[config.mk]
export PLATFORM = sky130hd
export DESIGN_NAME = alu_arbiter
export DESIGN_NICKNAME = d
export VERILOG_FILES = /design/src/rtl/alu_arbiter.sv
export SDC_FILE = /design/constraint.sdc
export NUM_CORES = 1
export LEC_CHECK = 0
export CORE_AREA = 2 2 120 122
export CTS_CLUSTER_DIAMETER = 120
export DETAILED_ROUTE_END_ITERATION = 7
export DIE_AREA = 0 0 122 124
export PLACE_DENSITY = 0.75
export SETUP_SLACK_MARGIN = 0.15
export SLEW_MARGIN = 20
export SYNTH_ARGS = -nofsm -noshare
export SYNTH_HDL_FRONTEND = slang
export SYNTH_SLANG_ARGS = --single-unit
[constraint.sdc]
create_clock -name clk_i -period 4.65 [get_ports clk_i]
set_clock_uncertainty 0.15 [all_clocks]
set_input_delay 0.93 -clock clk_i [delete_from_list [all_inputs] [get_ports clk_i]]
set_output_delay 0.93 -clock clk_i [all_outputs]
set_load 0.01 [all_outputs]
[src/rtl/alu_arbiter.sv]
// Two-port arbiter in front of one shared combinational ALU.
// Each port owns a one-deep response slot; round-robin or fixed-priority grant.
module alu_arbiter #(
   parameter int XLEN        = 32,
   parameter int ROUND_ROBIN = 1
) (
   input  logic            clk_i,
   input  logic            rst_i,
   input  logic            req0_valid_i,
   output logic            req0_ready_o,
   input  logic [3:0]      req0_opcode_i,
   input  logic [XLEN-1:0] req0_op1_i,
   input  logic [XLEN-1:0] req0_op2_i,
   output logic            rsp0_valid_o,
   input  logic            rsp0_ready_i,
   output logic [XLEN-1:0] rsp0_data_o,
   input  logic            req1_valid_i,
   output logic            req1_ready_o,
   input  logic [3:0]      req1_opcode_i,
   input  logic [XLEN-1:0] req1_op1_i,
   input  logic [XLEN-1:0] req1_op2_i,
   output logic            rsp1_valid_o,
   input  logic            rsp1_ready_i,
   output logic [XLEN-1:0] rsp1_data_o,
   output logic [3:0]      alu_opcode_o,
   output logic [XLEN-1:0] alu_op1_o,
   output logic [XLEN-1:0] alu_op2_o,
   input  logic [XLEN-1:0] alu_res_i
);

   localparam bit RR = (ROUND_ROBIN != 0);

   logic            rsp0_valid_q, rsp0_valid_d;
   logic            rsp1_valid_q, rsp1_valid_d;
   logic [XLEN-1:0] rsp0_data_q, rsp0_data_d;
   logic [XLEN-1:0] rsp1_data_q, rsp1_data_d;
   logic            ptr_q, ptr_d;
   logic            elig0, elig1, gnt0, gnt1;

   always_comb begin
      elig0 = req0_valid_i && (!rsp0_valid_q || rsp0_ready_i);
      elig1 = req1_valid_i && (!rsp1_valid_q || rsp1_ready_i);
      gnt0  = 1'b0;
      gnt1  = 1'b0;
      // On a tie the pointer names the last winner, so the other port goes next.
      if (elig0 && elig1) begin
         if (RR) begin
            gnt0 = ptr_q;
            gnt1 = !ptr_q;
         end else begin
            gnt0 = 1'b1;
         end
      end else begin
         gnt0 = elig0;
         gnt1 = elig1;
      end
   end

   assign req0_ready_o = gnt0;
   assign req1_ready_o = gnt1;

   always_comb begin
      alu_opcode_o = '0;
      alu_op1_o    = '0;
      alu_op2_o    = '0;
      if (gnt0) begin
         alu_opcode_o = req0_opcode_i;
         alu_op1_o    = req0_op1_i;
         alu_op2_o    = req0_op2_i;
      end else if (gnt1) begin
         alu_opcode_o = req1_opcode_i;
         alu_op1_o    = req1_op1_i;
         alu_op2_o    = req1_op2_i;
      end
   end

   always_comb begin
      rsp0_valid_d = rsp0_valid_q;
      rsp0_data_d  = rsp0_data_q;
      rsp1_valid_d = rsp1_valid_q;
      rsp1_data_d  = rsp1_data_q;
      ptr_d        = ptr_q;
      // A new accept wins over a drain so a port can stream one op per cycle.
      if (gnt0) begin
         rsp0_valid_d = 1'b1;
         rsp0_data_d  = alu_res_i;
         ptr_d        = 1'b0;
      end else if (rsp0_valid_q && rsp0_ready_i) begin
         rsp0_valid_d = 1'b0;
      end
      if (gnt1) begin
         rsp1_valid_d = 1'b1;
         rsp1_data_d  = alu_res_i;
         ptr_d        = 1'b1;
      end else if (rsp1_valid_q && rsp1_ready_i) begin
         rsp1_valid_d = 1'b0;
      end
   end

   always_ff @(posedge clk_i) begin
      if (rst_i) begin
         rsp0_valid_q <= 1'b0;
         rsp1_valid_q <= 1'b0;
         rsp0_data_q  <= '0;
         rsp1_data_q  <= '0;
         ptr_q        <= 1'b1;
      end else begin
         rsp0_valid_q <= rsp0_valid_d;
         rsp1_valid_q <= rsp1_valid_d;
         rsp0_data_q  <= rsp0_data_d;
         rsp1_data_q  <= rsp1_data_d;
         ptr_q        <= ptr_d;
      end
   end

   assign rsp0_valid_o = rsp0_valid_q;
   assign rsp1_valid_o = rsp1_valid_q;
   assign rsp0_data_o  = rsp0_data_q;
   assign rsp1_data_o  = rsp1_data_q;

endmodule

* After elaboration in Yosys (flattened, before gate mapping) *
Cells that the tools add are included.

operators by class
  multiplexer cells = 12
  reduce and logical (&&, ||, !) cells = 13

operators with widths
  kind               number
  $mux 32            4
  $mux 4             2
  $mux 1             6
  $logic_and 1x1->1  5
  $reduce_bool 2->1  2
  $logic_not 1->1    3
  $logic_or 1x1->1   2
  $reduce_or 2->1    1

word-level totals
  flip-flop bits (word level) = 67
  bits of input ports = 174
  logic and storage cells = 30

* Longest topological paths before layout *
  depth in word-level cells = 7
  gate-level depth with buffers = 5

* Worst setup path before layout *
No wires, ideal clock.

  kind = input -> output
  start = in rsp0_ready_i
  end = out alu_op1_o[0]
  arrival time = 1.811 ns
  slack = 1.759 ns
  stages = 5
  buffers on the path = 1
  cells stage by stage = nor2b_1 > o211ai_2 > inv_2 > clkbuf_1 > a22o_1

between the ends
  longest elaborated chain between the ends = 6
  elaborated cells on any way between the ends = 7
  those cells by class = mux: 4; reduce/logical: 3

ends and longest elaborated chain
  what                   RTL line  text
  start: declaration     15        input logic rsp0_ready_i,
  $logic_or 1x1->1 (*)   41        elig0 = req0_valid_i && (!rsp0_valid_q || rsp0_ready_i);
  $logic_and 1x1->1 (*)  41
  $logic_and 1x1->1      46        if (elig0 && elig1) begin
  $mux 1                 46
  $mux 32                70        end else if (gnt1) begin
  $mux 32 (*)            66        if (gnt0) begin
  end: declaration       26        output logic [XLEN-1:0] alu_op1_o,

Every way passes the cells marked *; elsewhere a longest branch is shown, timed or not.

* Worst setup path in the final report *
  start = in rsp1_ready_i
  end = out alu_op2_o[26]

between the ends
  longest elaborated chain between the ends = 6
  elaborated cells on any way between the ends = 7
  those cells by class = mux: 4; reduce/logical: 3

ends and longest elaborated chain
  what                   RTL line  text
  start: declaration     23        input logic rsp1_ready_i,
  $logic_or 1x1->1 (*)   42        elig1 = req1_valid_i && (!rsp1_valid_q || rsp1_ready_i);
  $logic_and 1x1->1 (*)  42
  $logic_and 1x1->1      46
  $mux 1                 46
  $mux 32                70
  $mux 32 (*)            66
  end: declaration       27        output logic [XLEN-1:0] alu_op2_o,

Marked as above.

==> impl_metrics.yaml <==
yosys:
  synth_top_family_by_area: "compound AO/OA/AOI/OAI gates"
  postSynthCellCount: 343
  synth_compound_area_frac: 0.190
  avgSynthCellArea_sq_um: 9.97
  synth_cell_types: 15
  ys_warn_count: 0
  synth.cell_area_sq_mm: 0.00342
  synth-xor-area-share: 0
  synthSimpleGateAreaFrac: 0.188
  ys_seq_area_frac: 0.392
  synthMuxAreaShare: 0.187
  ys_ff_latch: 67
  synth.top_cell.area_share: 0.392
  synth_fp_nets: 517
  synth_fa_ha_area_frac: 0
  synth_area_leader_cell: "dfxtp_1"
  ys_top_cells_by_area: "dfxtp_1 39%, mux2i_1 19%, nand2b_1 18%"
worst_setup_path:
  r2r_start: "rsp1_valid_o"
  worstPathArrival_ns: 3.09
  cp-end-kind: "primary output"
  critPathMaxFanout: 21
  critPathMaxStageDelay_ns: 0.55
  crit_buf_inv: 4
  cp.required_ns: 3.57
  worstSetupPathType: "in -> out"
  worstPathCellList: "clkdlybuf4s50_1, nor2b_1, o211ai_4, inv_2, buf_4, a22o_1, clkdlybuf4s50_1"
  worst-path-stages: 7
  ff2ff_setup_slack_ns: 2.60
  r2r_end: "rsp0_data_o[8]"
  cp_top_family: "buffers and inverters"
  ff2ff_path_depth: 6
  slowest_stage: "clkdlybuf4s50_1"
  crit_path_frequent_cell: "clkdlybuf4s50_1"
  start_kind: "input port"
power_and_ir_drop:
  powerDensity_mw_per_mm2: 277
  peakVddDrop_mv: 0.226
  p_leak_uw: 0.00276
  total_power_uw: 1930
detailed_routing:
  initialDrtViolationCount: 119
  drc: 0
  routed_wl_um: 14200
  wire_per_inst_um: 17.2
  antenna_left: 0
  dr.pass1.iters: 6
  viasPerCell: 4.57
  num_vias: 3777
floorplan:
  pin_count: 310
  core_sq_mm: 0.0137
  rows: 43
  die_y_um: 124
  die_x_um: 122
  start_util: 0.249
  dieArea_sq_mm: 0.0151
final_layout:
  antenna_cells: 0
  layout_commonest_cell: "clkdlybuf4s50_1"
  final_nets: 815
  areaGrowthSynthToFinish_pct: 104
  drive_above_1_share: 0.0402
  fin_cells: 826
  most-common-layout-cells: "308 x clkdlybuf4s50_1, 99 x nand2b_1, 68 x a22o_1"
  finalInstanceArea_sq_mm: 0.00699
outcome:
  outcome: "finished clean"
worst_hold_path:
  hp-class: "reg -> reg"
  whs_endpoint: "rsp1_data_o[10]"
  hold_depth: 2
  min-delay-start: "rsp1_data_o[10]"
placed_design:
  place_area_sq_mm: 0.00670
  place_inst: 810
  io_buffer_count: 309
  gp_congestion: 0.835
  post-dp-hpwl_um: 11300
timing:
  slew_headroom: 0.547
  max_clock_freq_mhz: 240
  period_share: 0.896
  setup_viol: 0
  period_minus_slack_ns: 4.17
  final_hold_viol_count: 0
  grt_setup_unrepaired: "no"
  maxSlewViolCount: 0
  tns_ns: 0
  worstMarginPinSlew_ns: 0.679
  timing.hold.ws_ns: 0.321
global_route:
  grt_max_degree: 100
  grt_pass1_wl_um: 20500
  grt_pass1_vias: 3833
  grt_overflow_total: 0
  grt_use_total: 0.175
  antenna_found_initial: 0
clocking:
  cts.clk_slew.worst_paths_ns: 0.05
  cts_buffers: 9
  root_buffer: "clkbuf_16"
  cts_tree: "done"
  cts_hold_buffers: 0
  clk_latency_ns: 0.32
  h-tree-depth: 3
  cts_sinks: 67
  cts-resized-gates: 0
  cts.path.max_buffers: 2
  post-cts-setup-buffer-count: 0
run:
  cap_violations: 0
-- layout make-up --
cell class              count  area, sq um
clock buffers              14          254
clock inverters             2         35.0
fillers                  1236         6730
inverters                   2         8.76
multi-input cells         243         1940
flip-flops and latches     67         1340
well taps                 180          225
repair buffers            318         3180
-- per-layer routing --
metal,wire [um],global-route usage,vias up
met3,1270,0.0545,38
met1,4990,0.181,1737
met4,559,0.0884,0
met2,7360,0.321,186
met5,0,0,-
li1,-,-,1816
-- metrics by stage --
stage	util	setup slack, ns
floorplan	-	1.76
global placement	0.488	0.503
detailed placement	0.488	0.450
CTS	0.509	0.447
global route	0.509	0.264
finish	0.509	0.482
-- cells in the mapped netlist (all sizes together) --
cell    number
a22o        68
buf         14
mux2i       64
dfxtp       67
nand2        2
nand2b      99
nor2b        2
inv          2
nor2         1
clkbuf      17
a211o        1
a21oi        2
o21ai        2
o211ai       2
-- logic make-up (layout without fill, tap and decap cells) --
family / Yosys count / count (layout)
AND/OR/NAND/NOR: 104 / 104
AO/OA/AOI/OAI: 75 / 75
flip-flops: 67 / 67
multiplexers: 64 / 64
buffers and inverters: 33 / 336
-- report_power, final --
| part | switching, uW | total (uW) | internal, uW | leakage (uW) |
|---|---|---|---|---|
| sequential | 22.2 | 639 | 617 | 0.000551 |
| combinational | 234 | 635 | 401 | 0.00207 |
| clock | 231 | 661 | 429 | 0.000141 |
-- worst min-delay path: stages (launching register included) --
cell and delay (ns):
dfxtp_1 0.30, nand2b_1 0.06, mux2i_1 0.06
-- registers in the layout (all words and copies together), names as in the netlist --
register,count
rsp0_data_o,32
ptr_q,1
rsp0_valid_o,1
rsp1_data_o,32
rsp1_valid_o,1
-- worst max-delay path by stage --
stage / startpoint / end / slack, ns
3_3_place_gp: rsp1_ready_i / alu_op2_o[26] / 0.50
5_1_grt: rsp1_ready_i / alu_op2_o[17] / 0.26
4_1_cts: rsp1_ready_i / alu_op2_o[26] / 0.45
2_1_floorplan: rsp0_ready_i / alu_op1_o[0] / 1.76
6_report: rsp1_ready_i / alu_op2_o[26] / 0.48
3_5_place_dp: rsp1_ready_i / alu_op2_o[26] / 0.45
(Power assumes the default switching activity.)
